`src/rtl/multicycle_ctrl.sv`:
```
// multicycle_ctrl: multi-cycle control sequencer for the RISC-V datapath.
// Steps each instruction through FETCH, DECODE, EXECUTE, (MEM), WB and
// handshakes with the shared memory port via mem_req/mem_ready.
// Optional feature macro: MCTRL_INSTRET_EN adds a 32-bit retired-instruction
// counter on port instret.
module multicycle_ctrl #(
  parameter logic [2:0] RESET_STATE = 3'd0
) (
  input  logic        clk,
  input  logic        rst,
  input  logic [6:0]  opcode_out_d,
  input  logic        branch_taken,
  input  logic        mem_ready,
  output logic        pc_we,
  output logic [1:0]  pc_sel,
  output logic        ir_we,
  output logic        reg_we,
  output logic [1:0]  wb_sel,
  output logic        mem_req,
  output logic        mem_we,
  output logic [1:0]  U_control,
  output logic        illegal,
  output logic [2:0]  state
`ifdef MCTRL_INSTRET_EN
  ,
  output logic [31:0] instret
`endif
);

  typedef enum logic [2:0] {
    S_FETCH  = 3'd0,
    S_DECODE = 3'd1,
    S_EXEC   = 3'd2,
    S_MEM    = 3'd3,
    S_WB     = 3'd4,
    S_TRAP   = 3'd5
  } state_t;

  typedef enum logic [3:0] {
    C_R, C_I, C_LOAD, C_STORE, C_BRANCH, C_JAL,
    C_JALR, C_LUI, C_AUIPC, C_SYSTEM, C_ILLEGAL
  } cls_t;

  localparam logic [6:0] OP_R      = 7'b0110011;
  localparam logic [6:0] OP_I      = 7'b0010011;
  localparam logic [6:0] OP_LOAD   = 7'b0000011;
  localparam logic [6:0] OP_STORE  = 7'b0100011;
  localparam logic [6:0] OP_BRANCH = 7'b1100011;
  localparam logic [6:0] OP_JAL    = 7'b1101111;
  localparam logic [6:0] OP_JALR   = 7'b1100111;
  localparam logic [6:0] OP_LUI    = 7'b0110111;
  localparam logic [6:0] OP_AUIPC  = 7'b0010111;
  localparam logic [6:0] OP_SYSTEM = 7'b1110011;

  state_t state_q;
  cls_t   cls_q;      // class of the instruction in flight, held from DECODE exit
  cls_t   dec_cls;    // class of the opcode currently presented
  logic   taken_q;    // branch outcome captured in EXECUTE
  logic   illegal_q;
  logic [1:0] u_sel;

  // Classify the incoming opcode; anything unlisted is illegal.
  always_comb begin
    dec_cls = C_ILLEGAL;
    case (opcode_out_d)
      OP_R:      dec_cls = C_R;
      OP_I:      dec_cls = C_I;
      OP_LOAD:   dec_cls = C_LOAD;
      OP_STORE:  dec_cls = C_STORE;
      OP_BRANCH: dec_cls = C_BRANCH;
      OP_JAL:    dec_cls = C_JAL;
      OP_JALR:   dec_cls = C_JALR;
      OP_LUI:    dec_cls = C_LUI;
      OP_AUIPC:  dec_cls = C_AUIPC;
      OP_SYSTEM: dec_cls = C_SYSTEM;
      default:   dec_cls = C_ILLEGAL;
    endcase
  end

  // Sequencer: state, latched class, latched branch outcome, sticky trap flag.
  always_ff @(posedge clk or posedge rst) begin
    if (rst) begin
      state_q   <= state_t'(RESET_STATE);
      cls_q     <= C_SYSTEM;
      taken_q   <= 1'b0;
      illegal_q <= 1'b0;
    end else begin
      case (state_q)
        S_FETCH: begin
          if (mem_ready) state_q <= S_DECODE;
        end
        S_DECODE: begin
          cls_q <= dec_cls;
          if (dec_cls == C_ILLEGAL) begin
            state_q   <= S_TRAP;
            illegal_q <= 1'b1;
          end else begin
            state_q <= S_EXEC;
          end
        end
        S_EXEC: begin
          taken_q <= branch_taken;
          if (cls_q == C_LOAD || cls_q == C_STORE) state_q <= S_MEM;
          else                                     state_q <= S_WB;
        end
        S_MEM: begin
          if (mem_ready) state_q <= S_WB;
        end
        S_WB: begin
          state_q <= S_FETCH;
        end
        S_TRAP: begin
          state_q <= S_TRAP;
        end
        default: begin
          // Unused encodings fall back to a clean fetch.
          state_q <= S_FETCH;
        end
      endcase
    end
  end

  // U/J datapath select for the latched class.
  always_comb begin
    u_sel = 2'b00;
    case (cls_q)
      C_LUI:   u_sel = 2'b01;
      C_AUIPC: u_sel = 2'b10;
      C_JAL:   u_sel = 2'b11;
      default: u_sel = 2'b00;
    endcase
  end

  // Moore decode of datapath enables from the registered state and class.
  // The memory request is masked by rst so an in-flight access drops at once.
  always_comb begin
    pc_we     = 1'b0;
    pc_sel    = 2'b00;
    reg_we    = 1'b0;
    wb_sel    = 2'b00;
    mem_req   = 1'b0;
    mem_we    = 1'b0;
    U_control = 2'b00;
    case (state_q)
      S_FETCH: begin
        mem_req = 1'b1;
      end
      S_EXEC: begin
        U_control = u_sel;
      end
      S_MEM: begin
        mem_req   = 1'b1;
        mem_we    = (cls_q == C_STORE);
        U_control = u_sel;
      end
      S_WB: begin
        pc_we     = 1'b1;
        U_control = u_sel;
        reg_we    = !(cls_q == C_STORE || cls_q == C_BRANCH || cls_q == C_SYSTEM);
        if (cls_q == C_LOAD)                        wb_sel = 2'b01;
        else if (cls_q == C_JAL || cls_q == C_JALR) wb_sel = 2'b10;
        if (cls_q == C_JAL || (cls_q == C_BRANCH && taken_q)) pc_sel = 2'b01;
        else if (cls_q == C_JALR)                             pc_sel = 2'b10;
      end
      default: ;
    endcase
    if (rst) begin
      mem_req = 1'b0;
      mem_we  = 1'b0;
    end
  end

  // IR loads on the cycle fetch data returns.
  assign ir_we   = (state_q == S_FETCH) && mem_ready && !rst;
  assign illegal = illegal_q;
  assign state   = state_q;

`ifdef MCTRL_INSTRET_EN
  // Retired-instruction counter: one per WB cycle, wraps naturally.
  always_ff @(posedge clk or posedge rst) begin
    if (rst)                 instret <= 32'd0;
    else if (state_q == S_WB) instret <= instret + 32'd1;
  end
`endif

endmodule
```
`config.mk`:
```
export PLATFORM = sky130hd
export DESIGN_NAME = multicycle_ctrl
export DESIGN_NICKNAME = d
export VERILOG_FILES = /design/src/rtl/multicycle_ctrl.sv
export SDC_FILE = /design/constraint.sdc
export NUM_CORES = 1
export LEC_CHECK = 0
export ABC_AREA = 1
export CORE_MARGIN = 2
export CORE_UTILIZATION = 44
export DETAILED_ROUTE_END_ITERATION = 7
export GPL_TIMING_DRIVEN = 0
export PLACE_DENSITY = 0.77
export SYNTH_ARGS = -nofsm -noshare
export SYNTH_HDL_FRONTEND = slang
export SYNTH_SLANG_ARGS = --single-unit
```
`constraint.sdc`:
```
create_clock -name clk -period 1.7 [get_ports clk]
set_clock_uncertainty 0.2 [all_clocks]
set_input_delay 0.17 -clock clk [delete_from_list [all_inputs] [get_ports clk]]
set_output_delay 0.17 -clock clk [all_outputs]
set_load 0.01 [all_outputs]
```
# ---- After elaboration in Yosys (flattened, before gate mapping)
# Cells that the tools add are included.
# W data, S select, Z words.
dict set report totals {
  reg_bits 9
  input_bits 11
  out_inout_bits 15
  wordCells 65
}
dict set report classes {
  eq_ne 26
  muxes 20
  reduce_logical 15
}
# cell n
set ops {}
lappend ops {{$pmux W4 S10} 1}
lappend ops {{$eq A7 B7 Y1 const B} 4}
lappend ops {{$eq A7 B6 Y1 const B} 3}
lappend ops {{$eq A4 B3 Y1 const B} 4}
lappend ops {{$pmux W3 S5} 1}
lappend ops {{$eq A7 B5 Y1 const B} 2}
lappend ops {{$mux W2} 7}
lappend ops {{$eq A4 B4 Y1 const B} 3}
lappend ops {{$mux W3} 4}
lappend ops {{$eq A4 B2 Y1 const B} 2}
lappend ops {{$eq A7 B2 Y1 const B} 1}
lappend ops {{$eq A3 B2 Y1 const B} 2}
lappend ops {{$eq A3 B3 Y1 const B} 2}
lappend ops {{$mux W1} 6}
lappend ops {{$pmux W2 S3} 1}
lappend ops {{$logic_or A1 B1 Y1} 5}
lappend ops {{$ne A2 B2 Y1 const B} 2}
lappend ops {{$reduce_and A2 Y1} 2}
lappend ops {{$eq A3 B1 Y1 const B} 1}
lappend ops {{$logic_and A1 B1 Y1} 3}
lappend ops {{$logic_not A3 Y1} 1}
lappend ops {{$reduce_or A3 Y1} 1}
lappend ops {{$logic_not A1 Y1} 2}
lappend ops {{$reduce_or A2 Y1} 1}

# ---- Longest topological paths before layout
dict set report depth {
  ltp_word 5
  depth_mapped 10
  mapped_depth_nobuf 10
}

# ---- Worst setup path before layout
# No wires, ideal clock.
dict set report synth_timing {
  path_type {reg2out}
  start {register state_q[0] (netlist: state[0])}
  end {output pc_sel[0]}
  t_arrival_ns 1.336
  t_required_ns 1.330
  path_slack_ns -0.006
  path_stages_with_launch 4
  n_path_buf 0
  cell_sequence {dfrtp_1 -> nor2_1 -> nand2_2 -> a2111oi_0}
}
dict set report synth_via {
  elab_chain_cells 2
}
# element line
set synth_lines {}
lappend synth_lines {{start: declaration} 55} ;# state_t state_q;
lappend synth_lines {{start signal: assignment} 83} ;# state_q <= state_t'(RESET_STATE);
lappend synth_lines {{$eq A3 B3 Y1} 144} ;# case (state_q)
lappend synth_lines {{$mux W2} 144}
lappend synth_lines {{end: declaration} 15} ;# output logic [1:0] pc_sel,
# Every way passes these cells.

# ---- Final worst setup path
dict set report layout_timing {
  start {register cls_q[0]}
  end {output pc_sel[0]}
}
dict set report layout_via {
  elab_chain_cells 5
  elab_cells_between_ends 6
  classes_between {2 x eq/ne; 2 x mux; 2 x reduce/logical}
}
# element line
set layout_lines {}
lappend layout_lines {{start: declaration} 56} ;# cls_t cls_q;
lappend layout_lines {{start signal: assignment} 93} ;# cls_q <= dec_cls;
lappend layout_lines {{$eq A4 B3 Y1} 162} ;# if (cls_q == C_JAL || (cls_q == C_BRANCH && taken_q)) pc_sel = 2'b01;
lappend layout_lines {{$logic_and A1 B1 Y1} 162}
lappend layout_lines {{$logic_or A1 B1 Y1 *} 162}
lappend layout_lines {{$mux W2 *} 162}
lappend layout_lines {{$mux W2 *} 144}
# Every way passes the cells marked *; elsewhere a longest branch is shown, timed or not.

==> metrics.cfg <==
[outcome]
status = finished with violations
violations = negative setup slack

[drt]
drcViolationCount = 0
ant_nets = 0
drtIter0Drc = 20
first_pass_iters = 4
vias_per_cell = 5.22
detail_route.wl_per_cell_um = 11.8
num_vias = 940
drt_wl_total_um = 2130

[clock_network]
cts_buffers = 3
clk_latency_ns = 0.27
cts_sinks = 9
cts_buffer_depth = 2
cts_tree = built
path_clk_slew_ns = 0.06
htreeDepth = 1
ctsRootBufferMaster = clkbuf_4
ctsHoldBuffers = 0

[grt]
grt_usage_pct = 22.4
grt_start_max_net_pins = 11
antenna_found_initial = 0
grt_pass1_vias = 828
grt_first_pass_wirelength_um = 3370
gr-total-overflow = 0

[layout]
multiInputGateArea_um2 = 567
mostFrequentLayoutCell = nand2_1
final-seq-area_um2 = 231
drive_gt1_share_pct = 42.3
design_area_um2 = 1250
final_cell_mix = 23 x nand2_1, 16 x inv_1, 14 x nor2_1, 11 x clkdlybuf4s50_1, 11 x buf_4
layout.nets = 175
synthToLayoutAreaGrowth_pct = 60.9
diodes = 0
nFillCells = 125

[worst_setup_path]
critical_path_arrival_ns = 1.38
path_max_fanout = 5
cp_slowest_cell = dfstp_2
worst-path-stages = 3
reg2reg_slack_ns = 0.05
crit_start = cls_q[0]$_DFFE_PP1N_
critPathCaptureType = output port
reg2reg_to = state[0]$_DFFE_PP0P_
crit_end = pc_sel[0]
r2r_start = state[1]$_DFFE_PP0P_
cp_slowest_stage_delay_ns = 0.56
worstPathRequired_ns = 1.33
path_delay_family = flip-flops
cp-start-kind = flop
rr_worst_depth = 9
crit_chain = inv_4 > a2111oi_4 > buf_2
critPathBufInv = 2
worstSetupPathType = reg -> out

[timing]
drv_slew = 0
final_hold_viol_count = 0
setup_ws_ns = -0.0468
fin_crit_ns = 1.75
post-route-period-util_pct = 103
max-slew-margin-rel_pct = 76.7
whs_ns = 0.0730
rsz0062_at_grt = yes
worst_slew_pin_slew_ns = 0.349
setup_viol = 5
max_freq_mhz = 572

[synth]
syn_nets = 133
synthCells = 122
ys_seq_elements = 9
synth_top_area_cell = dfrtp_1
yosysWarnings = 0
yosysSeqAreaShare_pct = 29.3
syn-cell-area_um2 = 778
synth.top_cell.area_share_pct = 22.5
yosysUniqueCellTypes = 24
synth_area_leaders = dfrtp_1 23%, nand2_1 13%, inv_1 9.6%
avgSynthCellArea_um2 = 6.38

[placed_design]
postPlaceCellArea_um2 = 1050
io_buffers = 25
gp_congestion = 0.860
hpwlAfterDp_um = 1420

[die]
die_y_um = 46.1
rows = 15
io-pin-count = 26
initial_core_util_pct = 46.1
die_area_um2 = 2120
coreArea_um2 = 1690
die_w_um = 46.1

[pwr]
power_leakage_nw = 0.651
p_per_area_nw_per_um2 = 1240
irDropWorstVdd_mv = 0.620

[min_path]
hp-class = in -> async

[run]
cap_violations = 0

## worst reg2reg max path, cell delays in order (launching register included)
cell	delay (ns)
dfrtp_1	0.43
buf_4	0.16
buf_4	0.13
nor2_1	0.12
inv_2	0.08
nand2_1	0.06
o211ai_1	0.15
a21oi_2	0.14
nand2_1	0.06
nand2_1	0.05
## flip-flops by register name, indices dropped and copies added, names as in the netlist
register	flops
cls_q	4
illegal	1
state	3
taken_q	1
## how the worst min path moves through the flow
stage | from | endpoint | depth (start not counted)
after floorplan | rst | cls_q[1]$_DFFE_PP0N_ | 1
final | rst | state[0]$_DFFE_PP0P_ | 2
after CTS | rst | state[1]$_DFFE_PP0P_ | 2
after global placement | illegal$_DFFE_PP0P_ | illegal$_DFFE_PP0P_ | 2
after detailed placement | illegal$_DFFE_PP0P_ | illegal$_DFFE_PP0P_ | 2
after global routing | rst | state[1]$_DFFE_PP0P_ | 2
## synth_stat cells
| cell type | number |
|---|---|
| a2111oi_0 | 1 |
| a21oi_1 | 2 |
| a21oi_2 | 3 |
| buf_2 | 1 |
| dfrtp_1 | 7 |
| dfstp_2 | 2 |
| inv_1 | 20 |
| inv_2 | 4 |
| nand2_1 | 26 |
| nand2_2 | 6 |
| nand3_1 | 7 |
| nand3_2 | 3 |
| nand4_2 | 1 |
| nor2_1 | 17 |
| nor2_2 | 1 |
| nor2_4 | 2 |
| nor3_1 | 5 |
| nor4_1 | 2 |
| o211ai_1 | 1 |
| o21ai_0 | 6 |
| o21ai_1 | 2 |
| o22ai_1 | 1 |
| o31ai_1 | 1 |
| or2_0 | 1 |
## cell type report
type	count	area share [%]
Tap cell	17	1.70
Sequential cell	9	18.5
Clock buffer	4	2.10
Multi-Input combinational cell	88	45.3
Inverter	24	7.79
Buffer	1	0.899
Timing Repair Buffer	37	23.8
## stage by stage
stage / TNS [ns] / total power [mW] / util [%] / worst slack [ns] / std cells
detailed placement: -2.00 / 1.07 / 62.2 / -0.320 / 164
CTS: -0.0277 / 1.45 / 70.6 / -0.0149 / 176
global placement: -1.78 / 1.06 / 62.2 / -0.301 / 164
finish: -0.120 / 1.55 / 74.1 / -0.0468 / 180
floorplan: 0 / 0.820 / - / 0.113 / 122
global route: -0.449 / 1.65 / 74.1 / -0.0843 / 180
## what timing repair did
action,in CTS,in global routing
resized for setup,64,16
gates cloned,0,0
pin swaps,2,5
hold endpoints to repair,0,0
buffers inserted,8,4
endpoints found under the setup margin,12,13
## power breakdown
part	internal, mW	switching, mW
logic	0.417	0.588
registers	0.305	0.0673
clock network	0.0908	0.0803
## logic make-up after synthesis
group	after synthesis	synth area share, %
and+or+nand+nor	71	44.9
buffers and inverters	25	12.2
AOI/OAI and AO/OA	17	13.7
DFF	9	29.3
## routing by layer
layer | vias up | track usage (%) | share of wire (%)
li1 | 479 | - | -
met1 | 426 | 23.5 | 40
met2 | 31 | 43.1 | 53
met3 | 4 | 1.96 | 4.5
met4 | 0 | 11.4 | 2.3
met5 | - | 0 | 0
Power figures use the tool's default switching activity.
